==> src/rtl/bus_pkg.sv <==
// bus_pkg
// Shared definitions for the bus master controller slice: controller node
// ID, node ID constants, header field positions, default grant wait and the
// controller FSM state encoding. Includes a helper to build a header byte.
package bus_pkg;

    // Node IDs; the controller owns CTRL_ID so it is never a valid source.
    localparam logic [1:0] CTRL_ID = 2'b11;
    localparam logic [1:0] NODE_0  = 2'b00;
    localparam logic [1:0] NODE_1  = 2'b01;
    localparam logic [1:0] NODE_2  = 2'b10;

    // Header byte layout: [7:6] zero, [5:4] dst, [3:2] src, [1:0] op.
    localparam int unsigned HDR_OP_LSB  = 0;
    localparam int unsigned HDR_SRC_LSB = 2;
    localparam int unsigned HDR_DST_LSB = 4;

    localparam int unsigned GRANT_WAIT_DEFAULT = 3;

    typedef enum logic [2:0] {
        ST_IDLE  = 3'd0,
        ST_HDR   = 3'd1,
        ST_GRANT = 3'd2,
        ST_XFER  = 3'd3,
        ST_ACK   = 3'd4
    } bus_state_e;

    function automatic logic [7:0] make_header(input logic [1:0] dst,
                                               input logic [1:0] src,
                                               input logic [1:0] op);
        logic [7:0] h;
        h = '0;
        h[HDR_DST_LSB +: 2] = dst;
        h[HDR_SRC_LSB +: 2] = src;
        h[HDR_OP_LSB  +: 2] = op;
        return h;
    endfunction

endpackage

==> src/rtl/bus_watchdog.sv <==
// bus_watchdog
// Idle-cycle counter for the payload phase.
// Ports:
//   clk, rst_n : clock, asynchronous active-low reset
//   clear      : reset the idle count (beat seen, or not in payload phase)
//   tick       : one idle payload cycle
//   expired    : this tick brings the idle count to TIMEOUT
module bus_watchdog #(
    parameter int unsigned TIMEOUT = 16
) (
    input  logic clk,
    input  logic rst_n,
    input  logic clear,
    input  logic tick,
    output logic expired
);

    localparam int unsigned CW = $clog2(TIMEOUT + 1);

    logic [CW-1:0] idle_cnt;

    always_ff @(posedge clk or negedge rst_n) begin
        if (!rst_n) begin
            idle_cnt <= '0;
        end else if (clear) begin
            idle_cnt <= '0;
        end else if (tick && (idle_cnt != CW'(TIMEOUT))) begin
            idle_cnt <= idle_cnt + 1'b1;
        end
    end

    // Flag the tick that completes the TIMEOUT-th idle cycle so the
    // controller can leave the payload phase on that same edge.
    assign expired = tick && !clear && (idle_cnt == CW'(TIMEOUT - 1));

endmodule

==> src/rtl/bus_master_ctrl.sv <==
// bus_master_ctrl
// Shared-bus transfer controller. Accepts a request, drives a one-cycle
// header onto the bus, waits GRANT_WAIT cycles, then counts payload beats
// driven by the source node until the requested length or an idle timeout,
// and finally reports completion with a one-cycle ack/done pulse.
// Ports:
//   clk, rst_n                       : clock, asynchronous active-low reset
//   req_valid/req_ready              : request handshake
//   req_src/req_dst/req_op/req_len   : request fields (len 0 means 256)
//   bus_data_o/bus_valid_o/bus_oe    : header drive and tri-state enable
//   bus_data_i/bus_valid_i           : sampled shared bus
//   ack                              : end-of-transfer broadcast pulse
//   busy                             : controller not idle
//   done_valid/done_err/done_count   : completion report
module bus_master_ctrl
    import bus_pkg::*;
#(
    parameter int unsigned TIMEOUT    = 16,
    parameter int unsigned GRANT_WAIT = GRANT_WAIT_DEFAULT
) (
    input  logic       clk,
    input  logic       rst_n,
    input  logic       req_valid,
    output logic       req_ready,
    input  logic [1:0] req_src,
    input  logic [1:0] req_dst,
    input  logic [1:0] req_op,
    input  logic [7:0] req_len,
    output logic [7:0] bus_data_o,
    output logic       bus_valid_o,
    output logic       bus_oe,
    input  logic [7:0] bus_data_i,
    input  logic       bus_valid_i,
    output logic       ack,
    output logic       busy,
    output logic       done_valid,
    output logic       done_err,
    output logic [8:0] done_count
);

    localparam int unsigned GW_W = (GRANT_WAIT > 1) ? $clog2(GRANT_WAIT) : 1;
    localparam logic [GW_W-1:0] GW_LAST = GW_W'((GRANT_WAIT > 0) ? GRANT_WAIT - 1 : 0);

    bus_state_e      state;
    logic [8:0]      len_eff;
    logic [8:0]      beat_cnt;
    logic [8:0]      beat_next;
    logic [GW_W-1:0] grant_cnt;
    logic            err_flag;
    logic            wd_clear;
    logic            wd_tick;
    logic            wd_expired;
    logic            req_bad;

    // Payload bytes travel source-to-destination directly; the controller
    // only counts beats, so the sampled data is intentionally not consumed.
    logic unused_bus_data;
    assign unused_bus_data = ^bus_data_i;

    assign req_ready = (state == ST_IDLE);
    assign busy      = (state != ST_IDLE);
    assign beat_next = beat_cnt + 9'd1;
    assign req_bad   = (req_src == req_dst) || (req_src == CTRL_ID);

    assign wd_clear  = (state != ST_XFER) || bus_valid_i;
    assign wd_tick   = (state == ST_XFER) && !bus_valid_i;

    bus_watchdog #(
        .TIMEOUT(TIMEOUT)
    ) u_watchdog (
        .clk     (clk),
        .rst_n   (rst_n),
        .clear   (wd_clear),
        .tick    (wd_tick),
        .expired (wd_expired)
    );

    always_ff @(posedge clk or negedge rst_n) begin
        if (!rst_n) begin
            state       <= ST_IDLE;
            len_eff     <= '0;
            beat_cnt    <= '0;
            grant_cnt   <= '0;
            err_flag    <= 1'b0;
            bus_data_o  <= '0;
            bus_valid_o <= 1'b0;
            bus_oe      <= 1'b0;
            ack         <= 1'b0;
            done_valid  <= 1'b0;
            done_err    <= 1'b0;
            done_count  <= '0;
        end else begin
            // Pulse outputs default low; bus drive only exists in HDR.
            ack         <= 1'b0;
            done_valid  <= 1'b0;
            bus_oe      <= 1'b0;
            bus_valid_o <= 1'b0;
            bus_data_o  <= '0;

            case (state)
                ST_IDLE: begin
                    if (req_valid) begin
                        if (req_bad) begin
                            done_valid <= 1'b1;
                            done_err   <= 1'b1;
                            done_count <= '0;
                        end else begin
                            state       <= ST_HDR;
                            bus_oe      <= 1'b1;
                            bus_valid_o <= 1'b1;
                            bus_data_o  <= make_header(req_dst, req_src, req_op);
                            len_eff     <= (req_len == 8'd0) ? 9'd256 : {1'b0, req_len};
                            beat_cnt    <= '0;
                            err_flag    <= 1'b0;
                        end
                    end
                end

                // Our own header echoes back on bus_valid_i; not sampled here.
                ST_HDR: begin
                    grant_cnt <= '0;
                    state     <= (GRANT_WAIT == 0) ? ST_XFER : ST_GRANT;
                end

                ST_GRANT: begin
                    if (bus_valid_i) begin
                        err_flag <= 1'b1;
                    end
                    if (grant_cnt == GW_LAST) begin
                        state <= ST_XFER;
                    end else begin
                        grant_cnt <= grant_cnt + 1'b1;
                    end
                end

                ST_XFER: begin
                    if (bus_valid_i) begin
                        beat_cnt <= beat_next;
                        if (beat_next == len_eff) begin
                            state      <= ST_ACK;
                            ack        <= 1'b1;
                            done_valid <= 1'b1;
                            done_err   <= err_flag;
                            done_count <= beat_next;
                        end
                    end else if (wd_expired) begin
                        state      <= ST_ACK;
                        ack        <= 1'b1;
                        done_valid <= 1'b1;
                        done_err   <= 1'b1;
                        done_count <= beat_cnt;
                    end
                end

                ST_ACK: begin
                    state <= ST_IDLE;
                end

                default: begin
                    state <= ST_IDLE;
                end
            endcase
        end
    end

endmodule

==> config.mk <==
export PLATFORM = sky130hd
export DESIGN_NAME = bus_master_ctrl
export DESIGN_NICKNAME = d
export VERILOG_FILES = /design/src/rtl/bus_pkg.sv /design/src/rtl/bus_watchdog.sv /design/src/rtl/bus_master_ctrl.sv
export SDC_FILE = /design/constraint.sdc
export NUM_CORES = 1
export LEC_CHECK = 0
export BUFFER_PORTS_ARGS = -buffer_cell sky130_fd_sc_hd__buf_2
export CAP_MARGIN = 40
export CORE_ASPECT_RATIO = 1.4
export CORE_UTILIZATION = 23
export CTS_CLUSTER_SIZE = 25
export DETAILED_ROUTE_END_ITERATION = 6
export HOLD_SLACK_MARGIN = 0.05
export RECOVER_POWER = 100
export REMOVE_ABC_BUFFERS = 1
export SLEW_MARGIN = 5
export SYNTH_ARGS = -nofsm -noshare
export SYNTH_HDL_FRONTEND = slang
export SYNTH_SLANG_ARGS = --single-unit
==> constraint.sdc <==
create_clock -name clk -period 2.8 [get_ports clk]
set_input_delay 0.28 -clock clk [delete_from_list [all_inputs] [get_ports clk]]
set_output_delay 0.28 -clock clk [all_outputs]
set_load 0.005 [all_outputs]
* Word level (Yosys, flattened, before mapping)
Cells that the tools add are included.
** Storage, ports and cells
- Register bits after elaboration :: 50
- Bits of input ports :: 26
- Output and inout port bits :: 24
** Operators by class
- $add $sub $neg :: 3
- Eq/ne operators :: 19
- Multiplexer cells :: 45
- Bitwise gates (word level) :: 1
- Reductions and logical operators :: 21
** Operators with widths (number)
- 9-bit two-way mux :: 9
- 9-bit case mux with 2 select lines :: 2
- 3-bit two-way mux :: 6
- 1-bit two-way mux :: 17
- 6-bit two-way mux :: 2
- 2-bit inequality test, second input constant :: 6
- 3-bit case mux with 4 select lines :: 1
- 5-bit two-way mux :: 2
- 5-bit AND reduction :: 2
- 9-bit by 1-bit adder with 9-bit output, second input constant :: 1
- 9-bit equality test :: 1
- 3-bit by 2-bit inequality test with 1-bit output, second input constant :: 3
- 8-bit logical NOT :: 1
- 8-bit two-way mux :: 1
- 4-bit AND reduction :: 2
- 2-bit nonzero test :: 4
- 3-bit by 2-bit equality test with 1-bit output, second input constant :: 2
- 1-bit case mux with 2 select lines :: 3
- 5-bit by 1-bit adder with 5-bit output, second input constant :: 1
- 5-bit by 4-bit equality test with 1-bit output, second input constant :: 1
- 5-bit inequality test, second input constant :: 1
- 2-bit equality test, second input constant :: 2
- 1-bit logical AND :: 4
- 2-bit case mux with 2 select lines :: 1
- other kinds (12) :: 14

* Depth between registers and ports, before layout
Gate-level depths: netlist of run 1.
- Word-level depth :: 8
- Gate-level depth with buffers :: 8
- Depth with buffers taken out :: 7

* Hierarchy
From an unflattened synthesis of run 1, not the netlist that was laid out.
** Second synthesis, totals
- Cells, all modules :: 260
- Area, all modules :: 2602.5 um2
** By module, submodules not included
- bus_master_ctrl :: instances 1, cells an instance 228, area an instance 2302.2 um2, sequential area each 1076.0 um2
- bus_watchdog :: instances 1, cells an instance 32, area an instance 300.3 um2, sequential area each 125.1 um2

* Worst setup path after synthesis of run 1
OpenSTA, ideal clock, no wires.
- Kind :: flip-flop to flip-flop
- From :: reg beat_cnt[0]
- To :: reg done_count[0]
- Library setup time :: 0.125 ns
- Arrival :: 1.951 ns
- Setup slack :: 0.725 ns
- Stages on the path, launching flop included :: 8
- Buffers on the path :: 0
- Cell sequence :: dfrtp_1 -> ha_1 -> nand3_2 -> nor2_2 -> xnor2_1 -> nor4_4 -> a41oi_4 -> mux2_2
** On the way
- Word-level cells in the longest chain between the ends :: 4
- Elaborated cells between the ends (all ways) :: 8
** Ends and longest elaborated chain
- start, declared :: RTL line bus_master_ctrl.sv:46 : logic [8:0] beat_cnt;
- start signal, assigned :: RTL line bus_master_ctrl.sv:138 : beat_cnt <= beat_next;
- 9-bit by 1-bit adder with 9-bit output :: RTL line bus_master_ctrl.sv:62 : assign beat_next = beat_cnt + 9'd1;
- 9-bit equality test or 9-bit two-way mux (tied branches) :: RTL line bus_master_ctrl.sv:139 : if (beat_next == len_eff) begin
- 3-bit by 2-bit inequality test with 1-bit output (no line) or 9-bit two-way mux (tied branches)
- 5-bit AND reduction (no line) or 9-bit case mux with 2 select lines (tied branches)
- end signal, assigned :: RTL line bus_master_ctrl.sv:144 : done_count <= beat_next;
- end signal, assigned :: RTL line bus_master_ctrl.sv:151 : done_count <= beat_cnt;
- end, declared :: RTL line bus_master_ctrl.sv:38 : output logic [8:0] done_count
Several ways; a longest one is shown, not always the timed one. The select of a mux whose other input is x is not followed.
A chain may end at the register's enable or synchronous reset.

* Worst setup path after layout of run 1
- From :: reg beat_cnt[0]
- To :: reg done_count[5]
** On the way
- Word-level cells in the longest chain between the ends :: 4
- Elaborated cells between the ends (all ways) :: 7
** Ends and longest elaborated chain (RTL line)
- 9-bit by 1-bit adder with 9-bit output (*) :: bus_master_ctrl.sv:62
- 9-bit equality test or 9-bit two-way mux (tied branches) :: bus_master_ctrl.sv:139
- 3-bit by 2-bit inequality test with 1-bit output (no line) or 9-bit two-way mux (tied branches)
- 5-bit AND reduction (no line) or 9-bit case mux with 2 select lines (tied branches)
Every way passes the cells marked *; elsewhere a longest branch is shown, timed or not. The select of a mux whose other input is x is not followed.

==> run metrics, run 1 <==
run status=finished clean; Reg2Reg Setup Slack=0.42 ns; share of layout cells above drive strength 1=20.5%; CP Capture Point=done_count[5]; Async SR Flop Fraction=100%; Clock Tree Root=clkbuf_16; Max Fanout on Critical Path=10; Worst Setup Start Kind=flip-flop; setup slack after layout=0.419 ns; n_diodes=0; slew margin rel.=28.8%; Final Max Tran Viols=0; fin cells=438; postcts setup bufs=0; Die W=91.8 um; most numerous cell in the Yosys netlist=dfrtp_1; CTS HTree Levels=2; post-synthesis register bit count=48; Top Ports=50; worst skew pair latency=0.29 ns; critical path endpoint category=flip-flop; first-pass GRT wire length=9.32 mm; Synth Area in XOR/XNOR=7.42%; worst r2r path cells=7; routed vias=1914; Synth top area share=46.3%; dpl cells=429; Yosys warning count=0; Commonest cells post-synth=48 x dfrtp_1, 24 x nor2_1, 19 x o21ai_0; CTS Buf Count=5; max-cap viol count=0; Total Neg Setup Slack=0 ns; Synth Area in Compound Gates=12.7%; post-DP HPWL=4.18 mm; Place WS=0.440 ns; WL per Instance=12.6 um; min Tclk post-route=2.38 ns; initial antenna violation count=0; RSZ-0062 raised after global routing=no; EDFF count, synth=0; cell count after synthesis=257; number of library cell types mapped by synthesis=52; part of the cycle the worst path needs=85.0%; clock transition at the registers of the reported paths=0.06 ns; row count=45; Top FF cell, synth=dfrtp_1; Final Hold Vio Count=0; vias per cell=4.37; final core utilization=27.9%; Yosys top cell by area=dfrtp_1; Post-layout nets=327; mapped cell area=2600 um^2; number of global-route vias before repair=1899; Max Fclk=420 MHz; largest net degree at the start of global routing=24; total congestion overflow=0; VDD IR-drop max=0.263 mV; final setup vio count=0; core outline area=10900 um^2; Clock Sink Count=48; PwrDens=692 nW/um^2; post-synthesis sequential area ratio=46.3%; First DRT Iteration DRCs=130; Max clock buf depth=2; Lkg Pwr=1.40 nW; antenna viol nets, final=0; WP data required=2.98 ns; Synth Area in Adders=2.41%; Detailed Routing Iterations Pass 1=4; Remaining DRCs=0; Min Hold Slack=0.192 ns; GP Congestion=0.844; Syn Area/Cell=10.1 um^2; Worst R2R Start=beat_cnt[0]; DRT Wirelength=5.50 mm; Synth Area in Simple Gates=17.8%; die area=11700 um^2; synth top area cells=dfrtp_1 46%, mux2_2 6.9%, xnor2_1 5.1%; mux contribution to synthesized area=7.71%; die height=128 um; CTS tree=done; global-route usage over all layers=10.2%; Starting Density=23.8%; IO Port Bufs=39; Critical Path Start=beat_cnt[0]; Area Overhead vs Synth=17.5%; Slew @ Worst Pin=1.07 ns; Critical Path AT=2.56 ns; largest family of logic cells by synthesized area=simple AND/OR/NAND/NOR gates; worst hold path type=primary input to flip-flop; WS Path Type=flip-flop to flip-flop; worst-case clock skew=0.00403 ns; FF-to-FF End=done_count[5]
## state kept, by name, summed over array words and instances (netlist names)
register,cells
beat_cnt,9
done_count,9
len_eff,9
bus_data_o,6
u_watchdog.idle_cnt,5
state,3
grant_cnt,2
ack,1
bus_oe,1
done_err,1
done_valid,1
err_flag,1
## worst max-delay path, stage by stage (launching register included)
cell     delay [ns]
dfrtp_1        0.44
ha_1           0.31
nand3_1        0.15
nor2_2         0.15
xnor2_1        0.11
nor4_4         0.45
a41oi_4        0.31
mux2_2         0.35
## cells in the final DEF (no fill, tap or decap), drive strengths merged, types with 3 or more instances in the layout
cell type,count
dfrtp,48
nand2,18
clkbuf,24
nand4,3
buf,27
nor2,25
nand2b,4
a21oi,10
o21ai,19
o31ai,6
nand3,9
mux2,16
xor2,7
ha,5
nor4,4
nor3,4
inv,11
and2,8
xnor2,15
## routing by layer
layer / vias up / routed length (um) / GRT usage [%]
li1: 956 / - / -
met1: 915 / 2370 / 11.6
met2: 33 / 2790 / 17.8
met3: 10 / 145 / 2.08
met4: 0 / 187 / 5.97
met5: - / 0 / 0
## where the power goes
| part | leakage [nW] | switching, mW | internal (mW) |
|---|---|---|---|
| combinational | 0.681 | 0.339 | 0.236 |
| sequential | 0.634 | 0.0989 | 0.759 |
| clock | 0.0808 | 0.259 | 0.420 |
| total | 1.40 | 0.697 | 1.41 |
## how the worst min path moves through the flow
stage                         start            end  slack [ns]  depth (start not counted)
after floorplan               rst_n            ack       -0.02                          0
after global placement        rst_n     done_valid        0.25                          1
after detailed placement      rst_n     done_valid        0.26                          1
after CTS                 req_op[0]  bus_data_o[0]        0.19                          2
after global routing      req_op[0]  bus_data_o[0]        0.20                          2
final                     req_op[0]  bus_data_o[0]        0.19                          2
## per-stage QoR
stage	instance area, um^2	power [mW]
after floorplan	2500	1.28
after global placement	2920	1.44
after detailed placement	2920	1.46
after CTS	3090	2.15
after global routing	3050	2.25
final	3050	2.11
## final cells by class
cell class / instances / area [um^2]
inverters: 12 / 46.3
clock inverters: 2 / 35.0
multi-input cells: 183 / 1240
flip-flops and latches: 48 / 1200
fillers: 1189 / 7870
well taps: 141 / 176
repair buffers: 46 / 219
clock buffers: 6 / 129
## logic make-up (layout without fill, tap and decap cells)
logic type	Yosys count	after routing
simple gates	87	87
compound gates	49	49
flops	48	48
buf+inv	27	66
xor+xnor	22	22
mux	18	18
fa+ha+maj	5	5
other cells	1	2
## timing repair
item | 4_1_cts | 5_1_grt
gates resized for setup | 0 | 0
hold buffers | 1 | 0
hold endpoints to repair | 18 | 0
No activity file was read; power rests on OpenSTA's default activity.
==> inputs of run 2 (changes only) <==
- ABC_AREA: not set -> 1
- MAX_ROUTING_LAYER: not set -> met4
==> run 2 against run 1 <==
- clock skew up 0.0035 ns
- first-iteration DRC count up 32%
- highest routed layer unchanged
- worst setup slack better by 0.068 ns
==> run metrics, run 2 <==
worst skew pair latency=0.30 ns (was 0.29 ns); WP buf/inv=2 (was 0); Sequential Power Share=38.8% (was 40.6%); Max clock buf depth=2 (unchanged); Async SR Flop Fraction=100% (unchanged); Worst Hold Launch=req_op[0] (unchanged); run status=finished clean (unchanged); Max Fanout on Critical Path=14 (was 10); die area=11300 um^2 (was 11700 um^2); Post-layout nets=386 (was 327); Yosys warning count=0 (unchanged); Final Max Tran Viols=0 (unchanged); Clock Tree Root=clkbuf_16 (unchanged); postcts setup bufs=0 (unchanged); antenna viol nets, final=0 (unchanged); CTS Hold Bufs=0 (was 1); VDD IR-drop max=0.352 mV (was 0.263 mV); total congestion overflow=0 (unchanged); Clock Power Share=29.3% (was 32.2%); row count=44 (was 45); worst-case clock skew=0.00755 ns (was 0.00403 ns); post-DP HPWL=4.54 mm (was 4.18 mm); vias per cell=4.43 (was 4.37); Final Hold Vio Count=0 (unchanged); Commonest cells post-synth=70 x nand2_1, 50 x inv_1, 48 x dfrtp_1 (was 48 x dfrtp_1, 24 x nor2_1, 19 x o21ai_0); n_diodes=0 (unchanged); worst-path cell chain=inv_1 > nand3_4 > nor2_1 > inv_1 > or2_0 > nand3_2 > nand2_1 > nand2_1 (was ha_1 > nand3_1 > nor2_2 > xnor2_1 > nor4_4 > a41oi_4 > mux2_2); max-cap viol count=0 (unchanged); CTS Buf Count=5 (unchanged); Yosys top cell by area=dfrtp_1 (unchanged); Die W=90.2 um (was 91.8 um); Detailed Routing Iterations Pass 1=4 (unchanged); Worst R2R Start=state[2] (was beat_cnt[0]); power share of the combinational group=31.9% (was 27.2%); Reg2Reg Setup Slack=0.49 ns (was 0.42 ns); largest net degree at the start of global routing=49 (was 24); worst r2r path cells=8 (was 7); critical path endpoint category=flip-flop (unchanged); Sw Share=36.9% (was 33.0%); GP Congestion=0.803 (was 0.844); global-route usage over all layers=11.7% (was 10.2%); P_int=1.53 mW (was 1.41 mW); WL per Instance=12.2 um (was 12.6 um); clock transition at the registers of the reported paths=0.07 ns (was 0.06 ns); commonest non-fill, non-tap cell in the layout=nand2_1 (was dfrtp_1); Top Ports=50 (unchanged); post-synthesis register bit count=48 (unchanged); post-synthesis sequential area ratio=47.9% (was 46.3%); CTS HTree Levels=2 (unchanged); initial antenna violation count=0 (unchanged); Remaining DRCs=0 (unchanged); Worst Setup Start Kind=flip-flop (unchanged); Starting Density=23.8% (about the same); first-pass GRT wire length=10.4 mm (was 9.32 mm); final setup vio count=0 (unchanged); Filler cells=1147 (was 1189); Max Fclk=432 MHz (was 420 MHz); number of global-route vias before repair=2222 (was 1899); NetSw=895 uW (was 697 uW); Critical Path AT=2.55 ns (was 2.56 ns); min Tclk post-route=2.31 ns (was 2.38 ns); Worst Hold Path EP=bus_data_o[0] (unchanged); Slew @ Worst Pin=1.19 ns (was 1.07 ns); Largest regs=beat_cnt (9), done_count (9), len_eff (9) (unchanged); WS Path Type=flip-flop to flip-flop (unchanged); IO Port Bufs=39 (unchanged); Clock Sink Count=48 (unchanged); cell count after synthesis=316 (was 257); CTS tree=done (unchanged); PwrDens=817 nW/um^2 (was 692 nW/um^2); FF-to-FF End=done_count[5] (unchanged); most frequent cells in the layout=70 x nand2_1, 50 x inv_1, 48 x dfrtp_1, 30 x o21ai_0, 28 x nand3_1 (was 48 x dfrtp_1, 25 x buf_2, 24 x nor2_1, 19 x o21ai_0); Top FF cell, synth=dfrtp_1 (unchanged); Lkg Pwr=1.46 nW (was 1.40 nW); part of the cycle the worst path needs=82.6% (was 85.0%); RSZ-0062 raised after global routing=no (unchanged); Hold Path Depth=3 (was 2); mapped cell area=2510 um^2 (was 2600 um^2); worst stage delay on the critical path=0.51 ns (was 0.45 ns); Worst path slowest cell=or2_0 (was nor4_4); delay-heaviest family, CP=simple AND/OR/NAND/NOR gates (unchanged); DRT Wirelength=6.05 mm (was 5.50 mm); WP data required=3.04 ns (was 2.98 ns); most numerous cell in the Yosys netlist=nand2_1 (was dfrtp_1); Syn Area/Cell=7.93 um^2 (was 10.1 um^2); slew margin rel.=20.9% (was 28.8%); First DRT Iteration DRCs=172 (was 130); cts repair resizes=0 (unchanged); EDFF count, synth=0 (unchanged); Synth top area share=47.9% (was 46.3%); synth top area cells=dfrtp_1 48%, nand2_1 10%, inv_1 7.5% (was dfrtp_1 46%, mux2_2 6.9%, xnor2_1 5.1%); core outline area=10500 um^2 (was 10900 um^2); Total Neg Setup Slack=0 ns (unchanged); worst hold path type=primary input to flip-flop (unchanged); Min Hold Slack=0.200 ns (was 0.192 ns); number of library cell types mapped by synthesis=33 (was 52); routed vias=2188 (was 1914); die height=126 um (was 128 um); share of layout cells above drive strength 1=12.9% (was 20.5%); Area Overhead vs Synth=18.5% (was 17.5%)
-- run 2: changes by cell type after synthesis, moves of 3 or more --
cell | before | now
and2_1 | 7 | 0
clkbuf_1 | 5 | 2
inv_1 | 11 | 50
mux2_2 | 16 | 1
nand2_1 | 18 | 70
nand2b_1 | 4 | 0
nand3_1 | 8 | 28
nand4_1 | 3 | 14
nor3_1 | 4 | 1
o21ai_0 | 19 | 30
o22ai_1 | 0 | 3
o31ai_1 | 6 | 0
xnor2_1 | 15 | 2
xor2_1 | 7 | 1
-- run 2: stage by stage --
step / power (mW) / instance area (um^2) / util, % / cells / setup slack [ns]
3_3_place_gp: 1.74 / 2830 / 26.9 / 486 / 0.606
3_5_place_dp: 1.77 / 2830 / 26.9 / 486 / 0.587
6_report: 2.43 / 2970 / 28.3 / 494 / 0.487
5_1_grt: 2.60 / 2970 / 28.3 / 494 / 0.172
4_1_cts: 2.47 / 3000 / 28.6 / 494 / 0.573
2_1_floorplan: 1.48 / 2440 / - / 306 / 0.946
-- run 2: routing by layer --
| layer | up-vias | GRT usage [%] | routed length, um |
|---|---|---|---|
| li1 | 1092 | - | - |
| met5 | - | - | 0 |
| met4 | 0 | 4.27 | 126 |
| met1 | 1050 | 12.4 | 2450 |
| met2 | 36 | 21.7 | 3340 |
| met3 | 10 | 1.82 | 134 |
-- run 2: power by group through the flow --
stage	clock [mW]	combinational (mW)	sequential, mW
after detailed placement	0	0.810	0.955
after global routing	0.745	0.895	0.962
after CTS	0.717	0.812	0.943
after floorplan	0	0.535	0.941
final	0.712	0.774	0.942
after global placement	0	0.791	0.950
-- run 2: final cells by class --
cell class / count / area, um^2 / share of cell area, %
Sequential cell: 48 / 1200 / 40.4
Multi-Input combinational cell: 208 / 1050 / 35.2
Clock inverter: 3 / 46.3 / 1.56
Inverter: 50 / 188 / 6.32
Clock buffer: 5 / 125 / 4.21
Tap cell: 138 / 173 / 5.81
Timing Repair Buffer: 42 / 193 / 6.48
-- run 2: how the worst max path moves through the flow --
stage / start / end / depth (start not counted)
after floorplan: state[0] / len_eff[8] / 9
after global placement: beat_cnt[0] / done_count[2] / 12
after detailed placement: beat_cnt[1] / done_count[5] / 12
after CTS: beat_cnt[1] / done_count[5] / 12
after global routing: state[0] / len_eff[8] / 10
final: state[2] / done_count[5] / 8
-- run 2: cells by family (layout without fill, tap and decap cells) --
group,Yosys count,in the layout,share of synthesized area [%]
and+or+nand+nor,149,149,27.5
adders and majority gates,5,5,2.50
DFF,48,48,47.9
AOI/OAI and AO/OA,48,48,10.2
xor gates and xnor gates,3,3,1.05
other,1,2,0.150
muxes,1,1,0.449
buffers and inverters,61,100,10.2
-- run 2: worst register-to-register path: stages (launching register included) --
cell     delay [ns]
dfrtp_1        0.38
inv_1          0.11
nand3_4        0.12
nor2_1         0.41
inv_1          0.26
or2_0          0.51
nand3_2        0.32
nand2_1        0.08
nand2_1        0.06
